## src/rtl/seq_term_server_if.sv

```systemverilog
// Request/response bundle between requesters, the response consumer and the
// recurrence term server.
interface seq_term_server_if #(
  parameter int NUM_REQ = 2,
  parameter int WIDTH   = 32,
  parameter int IDX_W   = 8
);
  localparam int ID_W = (NUM_REQ > 1) ? $clog2(NUM_REQ) : 1;

  logic [NUM_REQ-1:0]       req_valid;
  logic [NUM_REQ*IDX_W-1:0] req_index;
  logic [NUM_REQ-1:0]       req_ready;
  logic                     rsp_valid;
  logic                     rsp_ready;
  logic [ID_W-1:0]          rsp_id;
  logic [WIDTH-1:0]         rsp_data;
  logic                     rsp_ovf;

  // requesters plus response consumer
  modport master (
    output req_valid, req_index, rsp_ready,
    input  req_ready, rsp_valid, rsp_id, rsp_data, rsp_ovf
  );

  // term server
  modport slave (
    input  req_valid, req_index, rsp_ready,
    output req_ready, rsp_valid, rsp_id, rsp_data, rsp_ovf
  );
endinterface

```

## src/rtl/seq_term_server.sv

```systemverilog
// Round-robin shared server for the recurrence t(n)=t(n-2)+t(n-3), seeds 0,1,1.
// A granted request loads the 3-register core, steps it n times, and returns
// r0 = t(n) mod 2^WIDTH with an exact overflow flag.
//
// state | meaning
// IDLE  | arbitrating, grant offered to first valid requester from rr pointer
// RUN   | stepping the core, counter holds remaining steps
// RESP  | response presented, waiting for rsp_ready
module seq_term_server #(
  parameter int NUM_REQ = 2,
  parameter int WIDTH   = 32,
  parameter int IDX_W   = 8
) (
  input  logic             clk,
  input  logic             reset,
  input  logic             clear,
  output logic             busy,
  seq_term_server_if.slave bus
);
  localparam int ID_W = (NUM_REQ > 1) ? $clog2(NUM_REQ) : 1;

  localparam logic [1:0] IDLE = 2'd0;
  localparam logic [1:0] RUN  = 2'd1;
  localparam logic [1:0] RESP = 2'd2;

  logic [1:0]       state;
  logic [ID_W-1:0]  rr_ptr;
  logic [ID_W-1:0]  job_id;
  logic [IDX_W-1:0] cnt;
  logic [WIDTH-1:0] r0, r1, r2;
  logic             o0, o1, o2;
  logic [WIDTH-1:0] rsp_data_q;
  logic             rsp_ovf_q;
  logic [ID_W-1:0]  rsp_id_q;

  logic [NUM_REQ-1:0] grant;
  logic [ID_W-1:0]    grant_id;
  logic               found;
  logic [IDX_W-1:0]   sel_index;
  logic [ID_W-1:0]    next_ptr;
  logic [WIDTH:0]     sum;
  int                 idx;

  // Round-robin search starting at rr_ptr; only offered in IDLE without clear.
  always_comb begin
    grant     = '0;
    grant_id  = '0;
    found     = 1'b0;
    sel_index = '0;
    idx       = 0;
    if (state == IDLE && !clear) begin
      for (int k = 0; k < NUM_REQ; k++) begin
        idx = int'(rr_ptr) + k;
        if (idx >= NUM_REQ) idx = idx - NUM_REQ;
        if (!found && bus.req_valid[idx]) begin
          found    = 1'b1;
          grant_id = ID_W'(idx);
        end
      end
    end
    if (found) begin
      grant[grant_id] = 1'b1;
      sel_index       = bus.req_index[grant_id*IDX_W +: IDX_W];
    end
  end

  assign next_ptr = (grant_id == ID_W'(NUM_REQ - 1)) ? '0 : grant_id + 1'b1;
  // extra bit catches the carry out of the step addition
  assign sum      = {1'b0, r0} + {1'b0, r1};

  assign bus.req_ready = grant;
  assign bus.rsp_valid = (state == RESP);
  assign bus.rsp_data  = rsp_data_q;
  assign bus.rsp_ovf   = rsp_ovf_q;
  assign bus.rsp_id    = rsp_id_q;
  assign busy          = (state != IDLE);

  // Sequencer, arbitration pointer, recurrence core and response registers.
  always_ff @(posedge clk or posedge reset) begin
    if (reset) begin
      state      <= IDLE;
      rr_ptr     <= '0;
      job_id     <= '0;
      cnt        <= '0;
      r0         <= '0;
      r1         <= WIDTH'(1);
      r2         <= WIDTH'(1);
      o0         <= 1'b0;
      o1         <= 1'b0;
      o2         <= 1'b0;
      rsp_data_q <= '0;
      rsp_ovf_q  <= 1'b0;
      rsp_id_q   <= '0;
    end else if (clear) begin
      // abort leaves pointer and core contents as they are
      state <= IDLE;
    end else begin
      case (state)
        IDLE: begin
          if (found) begin
            job_id <= grant_id;
            cnt    <= sel_index;
            r0     <= '0;
            r1     <= WIDTH'(1);
            r2     <= WIDTH'(1);
            o0     <= 1'b0;
            o1     <= 1'b0;
            o2     <= 1'b0;
            rr_ptr <= next_ptr;
            state  <= RUN;
          end
        end
        RUN: begin
          if (cnt != '0) begin
            r0  <= r1;
            r1  <= r2;
            r2  <= sum[WIDTH-1:0];
            o0  <= o1;
            o1  <= o2;
            o2  <= sum[WIDTH] | o0 | o1;
            cnt <= cnt - 1'b1;
          end else begin
            rsp_data_q <= r0;
            rsp_ovf_q  <= o0;
            rsp_id_q   <= job_id;
            state      <= RESP;
          end
        end
        RESP: begin
          if (bus.rsp_ready) state <= IDLE;
        end
        default: state <= IDLE;
      endcase
    end
  end
endmodule

```

## src/flat_wrapper.sv

```systemverilog
// flat-port wrapper written by rule: the top's interface ports become plain ports
module seq_term_server_flat 
#(
  parameter int NUM_REQ = 2,
  parameter int WIDTH   = 32,
  parameter int IDX_W   = 8
)
  (clk, reset, clear, busy, bus_req_valid, bus_req_index, bus_rsp_ready, bus_req_ready, bus_rsp_valid, bus_rsp_id, bus_rsp_data, bus_rsp_ovf);
  seq_term_server_if #(.NUM_REQ(NUM_REQ), .WIDTH(WIDTH), .IDX_W(IDX_W)) bus_i ();
  input  logic clk;
  input  logic reset;
  input  logic clear;
  output logic busy;
  input wire logic [$bits(bus_i.req_valid)-1:0] bus_req_valid;
  input wire logic [$bits(bus_i.req_index)-1:0] bus_req_index;
  input wire logic [$bits(bus_i.rsp_ready)-1:0] bus_rsp_ready;
  output wire logic [$bits(bus_i.req_ready)-1:0] bus_req_ready;
  output wire logic [$bits(bus_i.rsp_valid)-1:0] bus_rsp_valid;
  output wire logic [$bits(bus_i.rsp_id)-1:0] bus_rsp_id;
  output wire logic [$bits(bus_i.rsp_data)-1:0] bus_rsp_data;
  output wire logic [$bits(bus_i.rsp_ovf)-1:0] bus_rsp_ovf;
  assign bus_i.req_valid = bus_req_valid;
  assign bus_i.req_index = bus_req_index;
  assign bus_i.rsp_ready = bus_rsp_ready;
  assign bus_req_ready = bus_i.req_ready;
  assign bus_rsp_valid = bus_i.rsp_valid;
  assign bus_rsp_id = bus_i.rsp_id;
  assign bus_rsp_data = bus_i.rsp_data;
  assign bus_rsp_ovf = bus_i.rsp_ovf;
  seq_term_server #(.NUM_REQ(NUM_REQ), .WIDTH(WIDTH), .IDX_W(IDX_W)) u_core (.clk(clk), .reset(reset), .clear(clear), .busy(busy), .bus(bus_i));
endmodule
```

## config.mk

```make
export PLATFORM = sky130hd
export DESIGN_NAME = seq_term_server_flat
export DESIGN_NICKNAME = d
export VERILOG_FILES = /design/src/rtl/seq_term_server_if.sv /design/src/rtl/seq_term_server.sv /design/src/flat_wrapper.sv
export SDC_FILE = /design/constraint.sdc
export NUM_CORES = 1
export LEC_CHECK = 0
export BUFFER_PORTS_ARGS = -buffer_cell sky130_fd_sc_hd__clkbuf_2
export CORE_UTILIZATION = 60
export DETAILED_ROUTE_END_ITERATION = 10
export HOLD_SLACK_MARGIN = 0.12
export PLACE_DENSITY = 0.88
export SLEW_MARGIN = 5
export SYNTH_ARGS = -nofsm -noshare
export SYNTH_HDL_FRONTEND = slang
export SYNTH_SLANG_ARGS = --single-unit
```

## constraint.sdc

```tcl
create_clock -name clk -period 6.37 [get_ports clk]
set_input_delay 1.911 -clock clk [delete_from_list [all_inputs] [get_ports clk]]
set_output_delay 1.911 -clock clk [all_outputs]
set_load 0.005 [all_outputs]
```

==> impl_metrics.yaml, run 1 <==
die:
  initial_core_util_pct: 62.07
  row_count: 40
  chipWidth_um: 114.2
  ios: 60
  coreArea_um2: 12160
  die_area_um2: 13030
  die_height_um: 114.2
cells_and_area:
  fin_area_um2: 8557
  areaGrowthSynthToFinish_pct: 13.36
  drive_gt1_share_pct: 19.24
  multi_input_area_um2: 3670
  fill_cells: 874
  diodes: 0
  nNetsFinal: 808
  final-seq-area_um2: 3631
global_routing:
  grt_pass1_wl_um: 29740
  groute.usage.overall_pct: 29.31
  grt_pass1_vias: 5995
  antenna_found_initial: 0
  overflow: 0
  grt_max_degree: 103
synth:
  synth-edff-count: 0
  yosysMostFrequentCell: "dfrtp_1"
  async_flop_share_pct: 100.0
  postSynthAreaPerCell_um2: 10.71
  yosys.area.top_type: "dfrtp_1"
  synthTopCellsByArea: "dfrtp_1, a22o_1, ha_1"
  synthTopCellsByCount: "dfrtp_1, a22o_1, nand2_1"
  ys_seq_area_share_pct: 48.10
  synth_cell_type_count: 62
  synth-seq-cells: 145
  synth_ff_type: "dfrtp_1"
  netlist_area_um2: 7548
  yosysTopAreaCellShare_pct: 47.41
  netlist_instances: 705
  yosysWarnings: 0
  syn_nets: 762
drt:
  vias_per_cell: 6.484
  drt_iter0_markers: 479
  vias: 6043
  dr.pass1.iters: 5
  detail_route.wl_per_cell_um: 18.78
  totalWireLength_um: 17500
  drc: 0
  antenna_left: 0
sta:
  finalCriticalPeriod_ps: 5170
  worst_pin_slew_ps: 1050
  finalSetupViolCount: 0
  final_hold_viol_count: 0
  rsz0062_at_grt: "no"
  maxSlewViolCount: 0
  setup_tns_ps: 0
  clock.fmax_mhz: 193.4
  relSlewSlack_pct: 30.03
  timing.final.crit_share_pct: 81.16
  finClkSkew_ps: 8.884
clocking:
  cts_root_buf: "clkbuf_16"
  numCtsBuffers: 17
  cts_setup_buffers: 0
  clock_sinks: 145
  clk_pin_slew_ps: 60
  cts_resized: 0
  clkLatencyLatePin_ps: 430
  tritoncts: "built"
  hold_buffers: 0
  ctsHtreeMaxLevel: 4
  clockBufferDepth: 2
min_path:
  hold_class: "flop to flop"
  min_from: "u_core.bus.rsp_data[23]$_DFFE_PP0P_"
outcome:
  status: "finished, final reports clean"
place:
  numPortBuffers: 59
  gp_congestion: 0.8980
  place_area_um2: 7920
  place_hpwl_um: 11840
setup_path:
  crit_path_end_kind: "output port"
  cp-startpoint: "clear"
  cp.required_ps: 4460
  crit_path_max_fanout: 10
  r2r_start: "u_core.cnt[0]$_DFFE_PP0P_"
  worst_setup_path_start_kind: "primary input"
  cp_data_arrival_time_ps: 3260
  worstSetupPathType: "primary input to output port"
flow_run:
  cap_violations: 0
pwr:
  powerDensity_nw_per_um2: 257.7
  ir_worst_vdd_mv: 0.1782
  leakagePower_nw: 4.146
  totalPowerFinal_mw: 2.205
worst max-delay path, cell delays in order:
cell      delay [ps]
clkbuf_2         140
nor3_1           370
nand3_1          450
inv_1            250
clkbuf_2         140
area by class of cell:
| type | count | share of cell area (%) |
|---|---|---|
| multi-input cells | 507 | 42.89 |
| flip-flops and latches | 145 | 42.43 |
| clock buffers | 24 | 5.980 |
| repair buffers | 67 | 4.153 |
| well taps | 168 | 2.457 |
| clock inverters | 8 | 1.462 |
| inverters | 13 | 0.6287 |
layout by cell type (no fill, tap or decap), drive strengths merged, types with 15 or more instances in the layout:
master  count
nor2       29
nand2      59
clkbuf     83
nor3       15
dfrtp     143
ha         34
mux2       35
a21oi      39
nand3      17
o21ai      47
a22o       66
metal layers:
metal	vias up	wire length (µm)	share of wire [%]	track usage (%)
li1	2780	-	-	-
met1	2988	7691	44	38.42
met2	238	8542	49	47.88
met3	37	859	4.9	5.611
met4	0	408	2.3	12.38
met5	-	0	0	0
kinds of logic after synthesis:
family	share of synthesized area, %
buf+inv	3.315
mux	6.415
fa+ha+maj	5.901
compound gates	23.80
xor+xnor	1.392
simple gates	11.07
flops	48.10
worst paths after layout:
check                                                            to  cells after the start  slack (ps)
min in group asynchronous       u_core.bus.rsp_data[10]$_DFFE_PP0P_                      2        1670
worst max-delay path                               bus_req_ready[1]                      5        1200
max in group asynchronous                 u_core.r1[31]$_DFFE_PP0P_                      3        3620
worst max register to register  u_core.bus.rsp_data[31]$_DFFE_PP0P_                      6        3230
worst min register to register  u_core.bus.rsp_data[23]$_DFFE_PP0P_                      1         480
worst min-delay path            u_core.bus.rsp_data[23]$_DFFE_PP0P_                      1         480
through the flow:
step	util (%)	worst slack, ps	std cells	hold slack [ps]
final	70.36	1200	932	483.2
after global routing	70.36	1004	932	502.5
after CTS	70.36	1205	932	488.6
after detailed placement	65.12	1204	900	475.1
after global placement	65.12	1359	900	466.2
after floorplan	-	567.7	705	440.5
state kept, by name (all words and copies together), names as in the netlist:
signal,cells
u_core.r1,32
u_core.o0,1
u_core.state,2
u_core.bus.rsp_id,1
u_core.job_id,1
u_core.rr_ptr,1
u_core.r2,32
u_core.bus.rsp_ovf,1
u_core.o1,1
u_core.o2,1
u_core.cnt,8
u_core.bus.rsp_data,32
u_core.r0,32
power breakdown:
group	total, mW	leakage, nW	switching, mW	internal [mW]
clock	1.06	0.301	0.379	0.677
combinational	0.167	1.85	0.112	0.0550
sequential	0.982	1.99	0.0316	0.950
Power figures use the tool's default switching activity.
==> run 2: changes to the inputs <==
--- a/config.mk
+++ b/config.mk
@@ -5,11 +5,12 @@
 export SDC_FILE = /design/constraint.sdc
 export NUM_CORES = 1
 export LEC_CHECK = 0
+export ABC_AREA = 1
 export BUFFER_PORTS_ARGS = -buffer_cell sky130_fd_sc_hd__clkbuf_2
-export CORE_UTILIZATION = 60
+export CORE_UTILIZATION = 55
 export DETAILED_ROUTE_END_ITERATION = 10
 export HOLD_SLACK_MARGIN = 0.12
-export PLACE_DENSITY = 0.88
+export PLACE_DENSITY = 0.85
 export SLEW_MARGIN = 5
 export SYNTH_ARGS = -nofsm -noshare
 export SYNTH_HDL_FRONTEND = slang
==> constraint.sdc (replaced) <==
create_clock -name clk -period 4.5 [get_ports clk]
set_input_delay 1.35 -clock clk [delete_from_list [all_inputs] [get_ports clk]]
set_output_delay 1.35 -clock clk [all_outputs]
set_load 0.005 [all_outputs]
==> impl_metrics.yaml, run 2 <==
sta:
  worst_pin_slew_ps: 757.5
  whs_ps: 483.1
  maxSlewViolCount: 0
  relSlewSlack_pct: 49.50
  finalCriticalPeriod_ps: 3568
  finClkSkew_ps: 11.78
  finalSetupViolCount: 0
  clock.fmax_mhz: 280.3
  timing.final.crit_share_pct: 79.28
  setup_tns_ps: 0
  rsz0062_at_grt: "no"
  final_hold_viol_count: 0
drt:
  drt_iter0_markers: 438
  vias: 6940
  vias_per_cell: 5.141
  totalWireLength_um: 18170
  dr.pass1.iters: 5
  drc: 0
  antenna_left: 0
  detail_route.wl_per_cell_um: 13.46
clocking:
  clockBufferDepth: 2
  hold_buffers: 0
  cts_setup_buffers: 0
  cts_root_buf: "clkbuf_16"
  clock_sinks: 145
  clkLatencyLatePin_ps: 430
  ctsHtreeMaxLevel: 4
  tritoncts: "built"
  clk_pin_slew_ps: 60
  cts_resized: 0
  numCtsBuffers: 17
pwr:
  ir_worst_vdd_mv: 0.2822
  leakagePower_nw: 4.841
  powerDensity_nw_per_um2: 387.9
  totalPowerFinal_mw: 3.536
place:
  place_area_um2: 8547
  place_hpwl_um: 12760
  numPortBuffers: 59
  gp_congestion: 0.9220
cells_and_area:
  postLayoutCoreUtil_pct: 62.97
  layout_common_cells: "nand2_1, inv_1, dfrtp_1"
  drive_gt1_share_pct: 10.29
  mostFrequentLayoutCell: "nand2_1"
  areaGrowthSynthToFinish_pct: 11.73
  nNetsFinal: 1212
  fin_area_um2: 9117
  diodes: 0
  fill_cells: 1316
synth:
  postSynthAreaPerCell_um2: 7.418
  yosysMostFrequentCell: "nand2_1"
  ys_seq_area_share_pct: 44.50
  synth-edff-count: 0
  yosys.area.top_type: "dfrtp_1"
  yosysTopAreaCellShare_pct: 43.85
  async_flop_share_pct: 100.0
  synthTopCellsByCount: "nand2_1, inv_1, dfrtp_1"
  synth_ff_type: "dfrtp_1"
  netlist_area_um2: 8160
  synth-seq-cells: 145
  synthTopCellsByArea: "dfrtp_1, nand2_1, inv_1"
  yosysWarnings: 0
  netlist_instances: 1100
  synth_cell_type_count: 34
  syn_nets: 1157
global_routing:
  antenna_found_initial: 0
  groute.usage.overall_pct: 26.03
  overflow: 0
  grt_pass1_vias: 6520
  grt_max_degree: 86
  grt_pass1_wl_um: 30930
die:
  die_height_um: 123.8
  die_area_um2: 15330
  row_count: 44
  chipWidth_um: 123.8
  coreArea_um2: 14480
  initial_core_util_pct: 56.36
  ios: 60
setup_path:
  critPathTopFamily: "simple AND/OR/NAND/NOR gates"
  cp_num_buf_inv: 3
  cp.required_ps: 3150
  cp_data_arrival_time_ps: 2220
  worst_setup_path_start_kind: "primary input"
  max_stage_delay_ps: 180
  r2r_slack_ps: 2180
  worstSetupPathType: "primary input to output port"
  crit_path_max_fanout: 11
  cp_slowest_cell: "buf_4"
  crit_top_cell: "nor2_1"
  crit_chain: "clkbuf_2 -> nor2_1 -> nand2_1 -> nor2_1 -> buf_4 -> nor2_1 -> clkbuf_2"
  crit_path_end_kind: "output port"
flow_run:
  cap_violations: 0
min_path:
  hold_class: "flop to flop"
outcome:
  status: "finished, final reports clean"
-- run 2: changes by cell type after synthesis, moves of 14 or more --
cell	before	now
a21oi_1	39	25
o21ai_0	46	60
a22o_1	66	0
o21ai_1	0	22
clkbuf_1	21	5
nor2_1	29	69
mux2_2	34	0
inv_1	13	215
o22ai_1	0	58
nand3_1	17	44
nand2_1	59	338
-- run 2: layer usage --
metal / track usage [%] / vias to the layer above / share of wire (%)
met2: 41.94 / 141 / 47
met5: 0 / - / 0
met3: 5.174 / 23 / 3.8
li1: - / 3558 / -
met4: 7.380 / 0 / 1.4
met1: 35.61 / 3218 / 48
-- run 2: cell families after synthesis --
family / Yosys count / share of synthesized area, %
buffers and inverters: 250 / 12.76
DFF: 145 / 44.50
AOI/OAI and AO/OA: 186 / 13.06
xor gates and xnor gates: 7 / 0.7513
and+or+nand+nor: 477 / 23.47
adders and majority gates: 35 / 5.458
-- run 2: where the power goes --
part	total [mW]	internal (mW)	switching, mW
clock	1.38	0.837	0.544
sequential	1.46	1.40	0.0589
combinational	0.699	0.197	0.502
total	3.54	2.43	1.10
-- run 2: final timing paths --
path / endpoint / startpoint / cells past startpoint
hold / removal: u_core.bus.rsp_data[3]$_DFFE_PP0P_ / u_core.bus.rsp_data[3]$_DFFE_PP0P_ / 2
setup / recovery: bus_req_ready[0] / clear / 7
max in group asynchronous: u_core.r1[22]$_DFFE_PP0P_ / reset / 3
setup reg to reg: u_core.o2$_DFFE_PP0P_ / u_core.r0[0]$_DFFE_PP0P_ / 12
hold reg to reg: u_core.bus.rsp_data[3]$_DFFE_PP0P_ / u_core.bus.rsp_data[3]$_DFFE_PP0P_ / 2
min in group asynchronous: u_core.bus.rsp_data[4]$_DFFE_PP0P_ / reset / 2
-- run 2: layout make-up --
cell class	count	area (µm²)	area share, %
clock inverter	9	110.1	1.208
sequential	145	3631	39.82
tap	184	230.2	2.525
timing repair buffer	66	360.3	3.952
multi-input combinational	705	3491	38.29
inverter	220	834.6	9.153
clock buffer	21	460.4	5.050
-- run 2: worst reg2reg max path, cell delays in order, from the launching register on --
cell and delay (ps):
dfrtp_1 400, ha_1 230, fa_1 470, nand3_1 100, nand3_1 190, nand2_1 120, nand2_1 120, nand2_1 80
nand3_1 170, nand2_1 120, nand2_1 50, nand2_1 50, o21ai_0 90
-- run 2: metrics by stage --
stage,cells,setup slack [ps]
floorplan,1100,1227
global placement,1320,986.5
detailed placement,1320,951.7
CTS,1350,939.0
global route,1350,835.4
finish,1350,932.3
